<file path="config.mk">
export PLATFORM = sky130hd
export DESIGN_NAME = vram_arbiter
export DESIGN_NICKNAME = d
export VERILOG_FILES = /design/src/rtl/vram_pkg.sv /design/src/rtl/vram_arbiter_rr_pick.sv /design/src/rtl/vram_arbiter.sv
export SDC_FILE = /design/constraint.sdc
export NUM_CORES = 1
export LEC_CHECK = 0
export CORE_MARGIN = 1
export CORE_UTILIZATION = 39
export DETAILED_ROUTE_END_ITERATION = 12
export HOLD_SLACK_MARGIN = 0.12
export PLACE_DENSITY = 0.78
export SYNTH_ARGS = -nofsm -noshare
export SYNTH_HDL_FRONTEND = slang
export SYNTH_HIERARCHICAL = 1
export SYNTH_SLANG_ARGS = --single-unit
</file>
<file path="constraint.sdc">
create_clock -name clk -period 3.04 [get_ports clk]
set_input_delay 0.608 -clock clk [delete_from_list [all_inputs] [get_ports clk]]
set_output_delay 0.608 -clock clk [all_outputs]
set_load 0.005 [all_outputs]
</file>
<file path="src/rtl/vram_pkg.sv">
// rtl/vram_pkg.sv - shared widths, defaults, state type and helpers for the VRAM arbiter
//
// Purpose : common definitions imported by vram_arbiter and rr_pick.
// Contents: ADDR_W / DATA_W bus widths, default NREQ / RD_LAT, the
//           arbiter state enum, and a one-hot to index helper.
package vram_pkg;

    localparam int ADDR_W     = 16;
    localparam int DATA_W     = 8;
    localparam int NREQ_DEF   = 3;
    localparam int RD_LAT_DEF = 1;

    // Requester indices are carried in a fixed 2-bit field so that every
    // NREQ in 2..4 shares the same index width.
    localparam int MAX_REQ = 4;
    localparam int IDX_W   = 2;

    typedef enum logic [1:0] {
        ST_IDLE   = 2'd0,
        ST_ACCESS = 2'd1,
        ST_RDWAIT = 2'd2
    } state_t;

    function automatic logic [IDX_W-1:0] oh2idx(input logic [MAX_REQ-1:0] oh);
        logic [IDX_W-1:0] idx;
        idx = '0;
        for (int i = 0; i < MAX_REQ; i++) begin
            if (oh[i]) begin
                idx = idx | IDX_W'(i);
            end
        end
        return idx;
    endfunction

endpackage

</file>
<file path="src/rtl/vram_arbiter_rr_pick.sv">
// rtl/vram_arbiter_rr_pick.sv - combinational round-robin picker
//
// Purpose : pick the first set request at or after the pointer, wrapping.
// Ports   : i_req   [NREQ-1:0] request vector
//           i_ptr   [IDX_W-1:0] index searched first
//           o_gnt   [NREQ-1:0] one-hot winner (zero when nothing requests)
//           o_valid            at least one request is set
module rr_pick
    import vram_pkg::*;
#(
    parameter int NREQ = NREQ_DEF
) (
    input  logic [NREQ-1:0]  i_req,
    input  logic [IDX_W-1:0] i_ptr,
    output logic [NREQ-1:0]  o_gnt,
    output logic             o_valid
);

    // Requests and grants are padded to MAX_REQ so a fixed-width index can
    // address them for every NREQ.
    logic [MAX_REQ-1:0] w_req_pad;
    logic [MAX_REQ-1:0] w_gnt_pad;
    logic [IDX_W:0]     w_sum;
    logic               w_found;

    assign w_req_pad = MAX_REQ'(i_req);

    always_comb begin
        w_gnt_pad = '0;
        w_found   = 1'b0;
        w_sum     = '0;
        for (int k = 0; k < NREQ; k++) begin
            w_sum = {1'b0, i_ptr} + (IDX_W+1)'(k);
            if (w_sum >= (IDX_W+1)'(NREQ)) begin
                w_sum = w_sum - (IDX_W+1)'(NREQ);
            end
            if (!w_found && w_req_pad[w_sum[IDX_W-1:0]]) begin
                w_gnt_pad[w_sum[IDX_W-1:0]] = 1'b1;
                w_found                     = 1'b1;
            end
        end
    end

    assign o_gnt   = w_gnt_pad[NREQ-1:0];
    assign o_valid = |i_req;

endmodule

</file>
<file path="src/rtl/vram_arbiter.sv">
// rtl/vram_arbiter.sv - multi-requester VRAM access arbiter
//
// Purpose : serialises requester accesses onto one memory port. Writes run
//           one per clock; reads wait RD_LAT edges for din and return it
//           with a one-hot rvalid pulse. During vsync requester 0 wins.
// Ports   : clk, reset (async, active high), vsync
//           req / we [NREQ], req_addr [NREQ][16], req_wdata [NREQ][8]
//           gnt / rvalid [NREQ] one-hot pulses, rdata [8]
//           addr [16], data [8], rw (memory side), din [8]
module vram_arbiter
    import vram_pkg::*;
#(
    parameter int NREQ   = NREQ_DEF,
    parameter int RD_LAT = RD_LAT_DEF
) (
    input  logic                          clk,
    input  logic                          reset,
    input  logic                          vsync,
    input  logic [NREQ-1:0]               req,
    input  logic [NREQ-1:0]               we,
    input  logic [NREQ-1:0][ADDR_W-1:0]   req_addr,
    input  logic [NREQ-1:0][DATA_W-1:0]   req_wdata,
    output logic [NREQ-1:0]               gnt,
    output logic [NREQ-1:0]               rvalid,
    output logic [DATA_W-1:0]             rdata,
    output logic [ADDR_W-1:0]             addr,
    output logic [DATA_W-1:0]             data,
    input  logic [DATA_W-1:0]             din,
    output logic                          rw
);

    state_t             r_state;
    logic [IDX_W-1:0]   r_ptr;
    logic [IDX_W-1:0]   r_win;
    logic [1:0]         r_lat_cnt;
    logic [NREQ-1:0]    r_gnt;
    logic [NREQ-1:0]    r_rvalid;
    logic [DATA_W-1:0]  r_rdata;
    logic [ADDR_W-1:0]  r_addr;
    logic [DATA_W-1:0]  r_data;
    logic               r_rw;

    logic               w_read_done;
    logic               w_sel_en;
    logic [MAX_REQ-1:0] w_win_oh;
    logic [NREQ-1:0]    w_mask;
    logic [NREQ-1:0]    w_req_m;
    logic               w_vs_pri;
    logic [NREQ-1:0]    w_rr_gnt;
    logic               w_any;
    logic [NREQ-1:0]    w_pick;
    logic [IDX_W-1:0]   w_pick_idx;
    logic [IDX_W-1:0]   w_ptr_next;
    logic               w_grant;

    // This edge samples din: RD_LAT edges after the read's ACCESS cycle began.
    assign w_read_done = (r_state == ST_ACCESS && !r_rw && RD_LAT == 1) ||
                         (r_state == ST_RDWAIT && (r_lat_cnt + 2'd1) == 2'(RD_LAT));

    // A new selection may happen from IDLE, after a write, or on the read's
    // data-return edge (so the next grant lands in the rvalid cycle).
    assign w_sel_en = (r_state == ST_IDLE) ||
                      (r_state == ST_ACCESS && r_rw) ||
                      w_read_done;

    // The reader whose data is returning is excluded so its gnt can never
    // coincide with its own rvalid.
    assign w_win_oh = MAX_REQ'(1) << r_win;
    assign w_mask   = w_read_done ? ~w_win_oh[NREQ-1:0] : '1;
    assign w_req_m  = req & w_mask;

    assign w_vs_pri = vsync & w_req_m[0];

    rr_pick #(
        .NREQ (NREQ)
    ) u_pick (
        .i_req   (w_req_m),
        .i_ptr   (r_ptr),
        .o_gnt   (w_rr_gnt),
        .o_valid (w_any)
    );

    assign w_pick     = w_vs_pri ? NREQ'(1) : w_rr_gnt;
    assign w_pick_idx = oh2idx(MAX_REQ'(w_pick));
    assign w_ptr_next = (w_pick_idx == IDX_W'(NREQ - 1)) ? '0 : w_pick_idx + 1'b1;
    assign w_grant    = w_sel_en & w_any;

    always_ff @(posedge clk or posedge reset) begin
        if (reset) begin
            r_state   <= ST_IDLE;
            r_ptr     <= '0;
            r_win     <= '0;
            r_lat_cnt <= '0;
            r_gnt     <= '0;
            r_rvalid  <= '0;
            r_rdata   <= '0;
            r_addr    <= '0;
            r_data    <= '0;
            r_rw      <= 1'b0;
        end else begin
            r_gnt    <= '0;
            r_rw     <= 1'b0;
            r_rvalid <= '0;

            if (w_read_done) begin
                r_rvalid <= w_win_oh[NREQ-1:0];
                r_rdata  <= din;
            end

            if (w_grant) begin
                r_state <= ST_ACCESS;
                r_win   <= w_pick_idx;
                r_gnt   <= w_pick;
                r_rw    <= we[w_pick_idx];
                r_addr  <= req_addr[w_pick_idx];
                r_data  <= req_wdata[w_pick_idx];
                // vsync-priority grants leave the round-robin position alone
                if (!w_vs_pri) begin
                    r_ptr <= w_ptr_next;
                end
            end else if (r_state == ST_ACCESS && !r_rw && RD_LAT > 1) begin
                r_state   <= ST_RDWAIT;
                r_lat_cnt <= 2'd1;
            end else if (r_state == ST_RDWAIT && !w_read_done) begin
                r_lat_cnt <= r_lat_cnt + 2'd1;
            end else begin
                r_state <= ST_IDLE;
            end
        end
    end

    assign gnt    = r_gnt;
    assign rvalid = r_rvalid;
    assign rdata  = r_rdata;
    assign addr   = r_addr;
    assign data   = r_data;
    assign rw     = r_rw;

endmodule

</file>
==> results_dict.tcl, run 1 <==
set metrics [dict create \
    routed_wl_um 9730 \
    track_usage_pct 23.8 \
    clkSinkCount 44 \
    htreeDepth 2 \
    n_fill_cell 625 \
    final_common_cell "clkdlybuf4s50_1" \
    grt_pass1_wl_um 14600 \
    crit_path_start_kind "register" \
    synth-simple-area-share_pct 13.8 \
    overflow 0 \
    min_to "rdata[6]$_DFFE_PP0P_" \
    cp.arrival_ps 3100 \
    synth-xor-area-share_pct 0 \
    required_ps 3260 \
    slowest_delay_ps 530 \
    wire_per_inst_um 18.6 \
    cts_tree "done" \
    crit_path_top_delay_cell "or4b_4" \
    reg2reg_depth 11 \
    initial_core_util_pct 40.7 \
    final_layout_size_suffix_gt1_share_pct 17.2 \
    port_buffers 127 \
    synth_cells 301 \
    clk_pin_slew_worst_paths_ps 90 \
    hold_viol 0 \
    synth_mux_area_share_pct 4.13 \
    syn_avg_cell_area_um2 9.86 \
    timing.rr.end "addr[14]$_DFFE_PP0P_" \
    diodes 0 \
    dr.first_iter.drc_count 206 \
    grt_max_degree 54 \
    slew_violations 0 \
    max_freq_mhz 347 \
    area_growth_syn_to_layout_pct 50.9 \
    cellPowerDensity_nw_per_um2 934 \
    final_util_pct 61.4 \
    ys_types 41 \
    final_cell_mix "clkdlybuf4s50_1, dfrtp_1, nor2_1" \
    synthAdderAreaFrac_pct 1.69 \
    dpl.hpwl_um 6660 \
    antenna_found_initial 0 \
    setup_ws_ps 162 \
    grt_pass1_vias 2960 \
    die_w_um 89.2 \
    core_um2 7290 \
    outcome "finished clean" \
    synthesis.nets 394 \
    dieArea_um2 7960 \
    dieHeight_um 89.2 \
    numCtsBuffers 5 \
    dp.cells 512 \
    io-pin-count 128 \
    ant_nets 0 \
    ys_seq_area_share_pct 37.1 \
    pre_cts_ws_ps -169 \
    cts_hold_buf 0 \
    path_class "reg -> reg" \
    synth_top_family_by_area "compound AO/OA/AOI/OAI gates" \
    finalNetCount 517 \
    hold_class "reg -> reg" \
    final_cells 523 \
    crit_path_end_kind "register" \
    gp_congestion 0.765 \
    relSlewSlack_pct 58.1 \
    min_from "rdata[6]$_DFFE_PP0P_" \
    row_count 31 \
    cts-root-buf "clkbuf_8" \
    critical_path.max_fanout 23 \
    clk_latency_ps 300 \
    vdd_drop_max_mv 0.406 \
    synth_warnings 6 \
    synth-seq-cells 44 \
    fin_crit_ps 2880 \
    reg2reg_slack_ps 160 \
    drv_cap 0 \
    skew_ps 12.2 \
    p_leak_nw 1.73 \
    vias_per_cell 5.99 \
    synth-compound-area-share_pct 34.7 \
    cp_cell_sequence "or4b_4 > and2_1 > nand2b_2 > a21oi_1 > a211o_1 > o221ai_4 > buf_4 > nor2b_2 > buf_12 > o211ai_1 > a31oi_1" \
    hold_path_depth 1 \
    r2r_start "r_win[1]$_DFFE_PP0P_" \
    min_period_over_period_pct 94.7 \
    clock_path_buffers 2 \
    finalSetupViolations 0 \
    dr.pass1.iters 5 \
    tightest_slew_ps 628 \
    via_count 3135 \
    synth_area_um2 2970 \
    drcViolationCount 0 \
    fin_setup_tns_ps 0 \
]
-- registers in the layout, indices dropped and copies added, names as in the netlist --
register  cells
addr         16
data          8
rdata         8
gnt           3
rvalid        3
r_ptr         2
r_win         2
r_state       1
rw            1
-- worst max-delay path, delay by kind of cell, from the launching register on --
kind                   cells  cell delay, ps
AOI/OAI and AO/OA          5             920
buffers and inverters      2             370
DFF                        1             420
and+or+nand+nor            4            1080
-- what timing repair did --
item / CTS / global route
setup endpoints to repair: 0 / 25
hold endpoints to repair: 0 / 0
setup buffers: 0 / 3
gates resized for setup: 0 / 4
-- area by class of cell --
type | instances | area [um^2] | area share, %
Multi-Input combinational cell | 212 | 1670 | 37.2
Timing Repair Buffer | 150 | 1460 | 32.5
Sequential cell | 44 | 1100 | 24.6
Tap cell | 99 | 124 | 2.77
Clock buffer | 6 | 72.6 | 1.62
Inverter | 11 | 53.8 | 1.20
Clock inverter | 1 | 5.00 | 0.112
-- through the flow --
step	hold WS, ps	power, W	cell area (um^2)
floorplan	458	0.00266	2970
global placement	487	0.00364	4350
detailed placement	494	0.00369	4350
CTS	512	0.00406	4420
global route	526	0.00448	4480
finish	508	0.00419	4480
-- worst max-delay path by stage --
stage,startpoint,endpoint
global route,req[1],addr[15]$_DFFE_PP0P_
detailed placement,req[1],addr[15]$_DFFE_PP0P_
floorplan,r_win[1]$_DFFE_PP0P_,addr[0]$_DFFE_PP0P_
finish,r_win[1]$_DFFE_PP0P_,addr[14]$_DFFE_PP0P_
CTS,r_win[1]$_DFFE_PP0P_,addr[10]$_DFFE_PP0P_
global placement,req[1],addr[10]$_DFFE_PP0P_
-- cell usage after synthesis, drive strengths merged --
master	instances	area share [%]
a21oi	3	0.51
clkbuf	18	2.3
o221ai	2	0.80
inv	8	1.0
clkinv	3	0.80
and3	25	5.3
a31oi	25	5.3
o22ai	3	0.63
nor3b	2	0.51
a221oi	24	11
a41oi	1	0.30
o2111ai	25	7.4
nand2	8	1.0
dfrtp	44	37
o211ai	25	6.3
mux2i	1	0.34
a21o	1	0.25
nor2b	6	1.3
nor2	29	3.7
o21ai	4	0.80
mux2	10	3.8
buf	17	4.4
ha	4	1.7
and2b	1	0.25
o2bb2ai	2	0.59
nand2b	3	0.72
o21a	1	0.25
and2	2	0.46
or3	1	0.21
a211o	1	0.30
or4b	1	0.46
a22oi	1	0.25
-- power breakdown --
group          leakage (nW)  internal, W  switching [W]
combinational          1.16      0.00136        0.00142
sequential            0.524     0.000873       0.000166
clock                0.0410     0.000157       0.000204
total                  1.73      0.00239        0.00179
-- layer usage --
layer | share of wire, % | global-route usage (%) | up-vias
met3 | 9.8 | 5.91 | 16
met5 | 0 | 0 | -
li1 | - | - | 1448
met4 | 1.2 | 5.19 | 0
met1 | 42 | 30.3 | 1505
met2 | 47 | 40.9 | 166
-- logic make-up after synthesis --
group / count (synthesis)
multiplexers: 11
AO/OA/AOI/OAI: 118
flip-flops: 44
adder cells (fa/ha/maj): 4
AND/OR/NAND/NOR: 78
buffers and inverters: 46
Note: power is estimated with default switching activity, not from simulation.
==> run 2: changes to the inputs <==
--- a/config.mk
+++ b/config.mk
@@ -8,6 +8,7 @@
 export CORE_MARGIN = 1
 export CORE_UTILIZATION = 39
 export DETAILED_ROUTE_END_ITERATION = 12
+export GPL_ROUTABILITY_DRIVEN = 0
 export HOLD_SLACK_MARGIN = 0.12
 export PLACE_DENSITY = 0.78
 export SYNTH_ARGS = -nofsm -noshare
==> results_dict.tcl, run 2 (synthesis results as in run 1) <==
set metrics [dict create \
    port_buffers 127 \
    setup_ws_ps 123 \
    core_um2 7290 \
    dr.first_iter.drc_count 192 \
    fin_crit_ps 2920 \
    cts-root-buf "clkbuf_8" \
    diodes 0 \
    multi_input_area_um2 1670 \
    final_layout_size_suffix_gt1_share_pct 16.8 \
    track_usage_pct 24.0 \
    r2r_start "r_win[1]$_DFFE_PP0P_" \
    initial_core_util_pct 40.7 \
    finalNetCount 514 \
    numCtsBuffers 5 \
    dieHeight_um 89.2 \
    area_growth_syn_to_layout_pct 51.3 \
    hold_slack_ps 511 \
    crit_path_start "r_win[1]$_DFFE_PP0P_" \
    path_class "reg -> reg" \
    required_ps 3260 \
    n_fill_cell 663 \
    p_total_w 0.00421 \
    cp.arrival_ps 3140 \
    max_freq_mhz 343 \
    reg2reg_depth 11 \
    die_w_um 89.2 \
    critical_path.max_fanout 12 \
    min_from "rdata[2]$_DFFE_PP0P_" \
    grt_pass1_wl_um 14800 \
    via_count 3107 \
    final_cell_mix "clkdlybuf4s50_1, dfrtp_1, nor2_1" \
    drv_cap 0 \
    relSlewSlack_pct 37.3 \
    clk_pin_slew_worst_paths_ps 80 \
    dpl.hpwl_um 6660 \
    pre_cts_ws_ps -181 \
    drcViolationCount 0 \
    cts_hold_buf 0 \
    finalSetupViolations 0 \
    tightest_slew_ps 939 \
    slew_violations 0 \
    skew_ps 8.17 \
    crit_path_end_kind "register" \
    grt_pass1_vias 3073 \
    cellPowerDensity_nw_per_um2 938 \
    hold_class "reg -> reg" \
    cts_tree "done" \
    p_leak_nw 1.72 \
    dr.pass1.iters 4 \
    final_common_cell "clkdlybuf4s50_1" \
    overflow 0 \
    ant_nets 0 \
    htreeDepth 2 \
    routed_wl_um 9700 \
    crit_path_start_kind "register" \
    dieArea_um2 7960 \
    rsz0062_at_grt "yes" \
    clkSinkCount 44 \
    clock_path_buffers 2 \
    largest_reg_flops 16 \
    grt_max_degree 54 \
    seq_area_um2 1100 \
    vdd_drop_max_mv 0.450 \
    vias_per_cell 5.96 \
    row_count 31 \
    outcome "finished clean" \
    hold_viol 0 \
    clk_latency_ps 300 \
    antenna_found_initial 0 \
    io-pin-count 128 \
    hold_path_depth 1 \
    min_period_over_period_pct 96.0 \
    wire_per_inst_um 18.6 \
]
==> run 2: timing repair <==
action	in CTS	in global routing
gates resized for setup	0	4
buffers inserted	0	1
setup endpoints to repair	0	25
==> run 2: path summary, 6_finish.rpt <==
path,endpoint,slack (ps)
max,data[0]$_DFFE_PP0P_,120
min,rdata[2]$_DFFE_PP0P_,510
max reg2reg,data[0]$_DFFE_PP0P_,120
min reg2reg,rdata[2]$_DFFE_PP0P_,510
max in group asynchronous,addr[15]$_DFFE_PP0P_,1610
min in group asynchronous,data[4]$_DFFE_PP0P_,840
==> run 2: critical path, stage by stage, from the launching register on <==
cell,delay [ps]
dfrtp_1,440
or4b_4,530
and2_1,220
nand2b_2,110
a21oi_1,80
a211o_1,310
o221ai_4,260
buf_4,190
nor2b_4,220
buf_12,170
o211ai_1,110
a31oi_1,190
==> run 2: cell type report <==
| cell class | instances | share of cell area (%) |
|---|---|---|
| clock inverter | 1 | 0.167 |
| sequential | 44 | 24.5 |
| inverter | 11 | 1.20 |
| multi-input combinational | 212 | 37.1 |
| tap | 99 | 2.76 |
| timing repair buffer | 147 | 32.3 |
| clock buffer | 7 | 1.92 |
==> run 2: routing by layer <==
layer	routed length, um	track usage [%]
met5	0	0
met4	207	8.51
met3	876	5.17
met2	4600	40.0
met1	4020	30.8
==> run 2: metrics by stage <==
stage	utilization [%]	area [um^2]	TNS, ps	cells
floorplan	-	2970	0	301
finish	61.6	4490	0	521
CTS	60.7	4420	0	518
global placement	59.4	4330	-392	510
global route	61.6	4490	-182	521
detailed placement	59.4	4330	-3170	510
==> run 2: report_power, final <==
part	switching (W)	internal (W)	total [W]	leakage, nW
Sequential	0.000163	0.000873	0.00104	0.524
Combinational	0.00142	0.00137	0.00279	1.15
Clock	0.000204	0.000185	0.000389	0.0445
==> RTL edit 1 (config.mk and constraints of run 2) <==
The 3 states of `state_t` get a one-hot encoding in 3 bits.
--- a/src/rtl/vram_pkg.sv
+++ b/src/rtl/vram_pkg.sv
@@ -15,10 +15,10 @@
     localparam int MAX_REQ = 4;
     localparam int IDX_W   = 2;
 
-    typedef enum logic [1:0] {
-        ST_IDLE   = 2'd0,
-        ST_ACCESS = 2'd1,
-        ST_RDWAIT = 2'd2
+    typedef enum logic [2:0] {
+        ST_IDLE   = 3'b001,
+        ST_ACCESS = 3'b010,
+        ST_RDWAIT = 3'b100
     } state_t;
 
     function automatic logic [IDX_W-1:0] oh2idx(input logic [MAX_REQ-1:0] oh);
Check against the original RTL: same outputs for any inputs over 10 cycles, from zero or initial values and one cycle with reset high; not proved beyond that.
==> RTL edit 1 against run 2 <==
Final area is 5.7% lower. Power fell by 0.81%. Count of clock-buffer cells in the layout fell by 2. Routed wire length fell by 14%. Sequential share of layout area grew 2.1 points. Setup slack better by 0.049 ns. Sequential cell count up 1. Area after synthesis fell by 14%. Critical endpoint is now addr[12]. Highest routed layer unchanged.
==> RTL edit 1: results (changes against run 2) <==
Status
  • Status: completed

Synthesis
  • Multiplexer share of the synthesized area: 1.27% (-2.9 points)
  • Synth cell count leaders: nand2_1, dfrtp_1, nor2_1
  • Area share of xor/xnor cells in the synthesized design: 0% (unchanged)
  • Compound-Gate Fraction of Synth Area: 21.6% (-13 points)
  • Leading cell types by total area after synthesis: dfrtp_1, a32oi_1, a41oi_1
  • Post-synthesis adder-cell area fraction: 2.45% (+0.76 points)
  • Share of the yosys chip area belonging to registers: 44.1% (+7.0 points)
  • Post-synthesis cell count: 285 (-5.3%)
  • Yosys cell types: 40 (-2.4%)
  • Mapped Nets: 379 (-3.8%)

Critical path
  • Highest fanout seen on the critical path: 13 (+1)
  • Master of the slowest instance on the critical path: dfstp_2
  • Arrival time of the worst setup path: 3.09 ns (-0.05 ns)
  • Maximum cell stage delay along the critical path: 0.52 ns
  • CP top delay family: simple AND/OR/NAND/NOR gates

Routing
  • Average via count per standard cell: 5.62 (-5.7%)
  • Total routed wirelength: 8360 microns (-14%)
  • Met2 WL: 4160 microns (-9.5%)
  • DRT met1 WL: 3550 microns (-12%)
  • Number of routed nets with antenna violations: 0 (unchanged)
  • Wire length per cell after detailed routing: 16.8 microns (-9.9%)
  • DRT iter0 DRCs: 152 (-21%)
  • Met3 Wirelength: 535 microns (-39%)

Final layout
  • Final-layout fill cell count: 515 (-22%)
  • Final Cell Area: 4240 sq um (-5.7%)
  • Fraction of layout cells with a size suffix above 1: 13.8% (-3.0 points)

Place
  • Number of buffer cells added on primary ports: 127 (unchanged)
  • Area after detailed placement: 4010 sq um (-7.5%)
  • Worst setup slack after placement: -0.493 ns (-0.313 ns)
  • Detailed Place HPWL: 5780 microns (-13%)
  • Total placed cells including tap cells: 486 (-4.7%)

Timing
  • Least-Margin Pin Slew: 0.576 ns (-0.363 ns)
  • Skew final: 0.00901 ns (+0.000845 ns)

Clock tree
  • Number of gates resized after cts: 5 (+5)
  • Clock Tree Buf Depth: 2 (unchanged)
  • Clock Root Buffer: clkbuf_8
  • Setup bufs post-CTS: 0 (unchanged)
  • CTS H-tree depth: 2 (unchanged)

Global routing
  • Maximum number of pins on one net before global-route repair: 46 (-15%)
  • Number of antenna violations at the first check in global routing: 0 (unchanged)
  • Global routing usage summed across all routing layers: 24.8% (+0.80 points)
  • Vias in the first global route: 2,907 (-5.4%)
  • Global-route wire length before repair: 13,800 microns (-6.4%)

Pwr
  • Maximum vdd ir drop: 646 uV (+43%)
  • Static Leakage: 1.69 nW (-1.6%)

Min path
  • Path class of the lowest-slack min-delay path: flip-flop to flip-flop
## RTL edit 1: worst paths after layout
| check | start | to | slack [ns] | depth (start not counted) |
|---|---|---|---|---|
| setup / recovery | r_state[0] | addr[12] | 0.17 | 14 |
| hold / removal | rdata[0] | rdata[0] | 0.49 | 2 |
| setup reg to reg | r_state[0] | addr[12] | 0.17 | 14 |
| hold reg to reg | rdata[0] | rdata[0] | 0.49 | 2 |
| max in group asynchronous | reset | addr[12] | 1.88 | 3 |
| min in group asynchronous | reset | rdata[2] | 0.76 | 3 |
## RTL edit 1: layout make-up
class                   count  area share [%]
clock buffers               5            1.62
multi-input cells         207            32.4
flip-flops and latches     45            26.6
well taps                  77            2.27
inverters                  10           0.886
clock inverters             3           0.502
repair buffers            151            35.7
## RTL edit 1: kinds of logic (layout without fill, tap and decap cells)
family	Yosys count	after routing
AOI/OAI and AO/OA	67	67
adders and majority gates	5	5
and+or+nand+nor	131	132
buffers and inverters	34	169
DFF	45	45
muxes	3	3
## RTL edit 1: per-layer routing
layer,up-vias,track usage [%]
met5,-,0
met4,0,6.43
met3,10,5.07
met2,124,43.5
met1,1355,31.0
li1,1312,-
## RTL edit 1: report_power, final
group | switching (W) | internal [W] | total, W
clock | 0.000221 | 0.000163 | 0.000385
combinational | 0.00132 | 0.00142 | 0.00274
sequential | 0.000153 | 0.000901 | 0.00105
## RTL edit 1: worst reg2reg max path: stages, from the launching register on
cell	delay [ns]
dfstp_2	0.52
inv_1	0.04
ha_2	0.20
nand2b_1	0.11
nor3b_1	0.08
nor2b_1	0.27
buf_4	0.18
mux2i_1	0.07
o2bb2ai_1	0.20
nand2_1	0.12
o221ai_4	0.22
nor2b_4	0.27
buf_12	0.16
nand3_1	0.13
a41oi_2	0.23
==> RTL edit 2 (config.mk and constraints of run 2) <==
Without the edit above. `DATA_W`: 8 -> 10.
--- a/src/rtl/vram_pkg.sv
+++ b/src/rtl/vram_pkg.sv
@@ -6,7 +6,7 @@
 package vram_pkg;
 
     localparam int ADDR_W     = 16;
-    localparam int DATA_W     = 8;
+    localparam int DATA_W     = 10;
     localparam int NREQ_DEF   = 3;
     localparam int RD_LAT_DEF = 1;
 
Interface: changed (resized data, din, rdata and req_wdata); port bits go from 128 to 140. No check against the original RTL was run, so the function may have changed too.
==> RTL edit 2 against run 2 <==
Setup slack hardly changed. Core utilization is 0.63 points higher. Final area grew 8.2%. First-iteration DRC count rose by 32%. Sequential share of layout area is 0.21 points higher. Power increased by 7.7%. Global-route usage barely moved. Routed wire length increased by 7.6%. Cell count is 8.3% higher. Area after synthesis rose by 6.7%. Sequential cell count is 4 higher. Clock skew rose by 0.0030 ns. Count of clock-buffer cells in the layout did not move. Via count is 7.5% higher. Largest cell class unchanged.
==> RTL edit 2: results (changes against run 2) <==
Place
  • Worst setup slack after placement: -0.204 ns (-0.0237 ns)
  • Detailed Place HPWL: 7370 microns (+11%)
  • Total placed cells including tap cells: 553 (+8.4%)

Global routing
  • Global routing usage summed across all routing layers: 24.0% (about the same)
  • Vias in the first global route: 3,246 (+5.6%)

Synthesis
  • Post-synthesis cell count: 322 (+7.0%)
  • Share of the yosys chip area belonging to registers: 37.9% (+0.83 points)
  • Mapped Nets: 423 (+7.4%)
  • Leading cell types by total area after synthesis: dfrtp_1, a221oi_2, o2111ai_1
  • Yosys cell types: 40 (-2.4%)

Routing
  • Total routed wirelength: 10,400 microns (+7.6%)
  • First-pass iteration count of the detailed router: 6 (+2)
  • DRT iter0 DRCs: 253 (+32%)
  • Average via count per standard cell: 5.92 (-0.67%)

Critical path
  • Reg2reg path depth: 9 (-2)
  • CP top delay family: compound AO/OA/AOI/OAI gates

Timing
  • Worst hold slack after final layout: 0.504 ns (-0.00697 ns)
  • Least-Margin Pin Slew: 0.699 ns (-0.239 ns)
  • Skew final: 0.0111 ns (+0.00296 ns)
  • Worst path setup slack after routing: 0.123 ns (-0.000123 ns)

Min path
  • End point of the most critical hold path: rvalid[1]

Pwr
  • Maximum vdd ir drop: 476 uV (+5.6%)
  • Static Leakage: 1.88 nW (+9.2%)

Final layout
  • Fraction of area in registers: 24.7% (+0.21 points)
  • Number of flip-flops and latches: 48 (+9.1%)
  • Core Util, Final: 62.2% (+0.63 points)
  • Layout Nets: 562 (+9.3%)
  • Final Cell Area: 4860 sq um (+8.2%)

Status
  • Status: completed
## RTL edit 2: routing by layer
layer  vias to the layer above  global-route usage (%)  wire length, microns
li1                       1557                       -                     -
met1                      1565                    30.6                  4340
met2                       195                    40.2                  5050
met3                        24                    5.22                   845
met4                         0                    7.55                   199
met5                         -                       0                     0
## RTL edit 2: cells by family (layout without fill, tap and decap cells)
logic type / after synthesis / count (layout) / share of synthesized area, %
AOI/OAI and AO/OA: 126 / 126 / 34.4
adders and majority gates: 4 / 4 / 1.58
buffers and inverters: 49 / 188 / 7.90
DFF: 48 / 48 / 37.9
muxes: 13 / 13 / 4.58
and+or+nand+nor: 82 / 83 / 13.6
## RTL edit 2: timing repair
action                     4_1_cts  5_1_grt
hold buffers                     0        0
resized for setup                0        5
setup buffers                    0        2
setup endpoints to repair        0       27
## RTL edit 2: where the power goes
part | switching, W | internal (W)
logic | 0.00152 | 0.00149
clock network | 0.000219 | 0.000185
registers | 0.000174 | 0.000954
total | 0.00191 | 0.00263
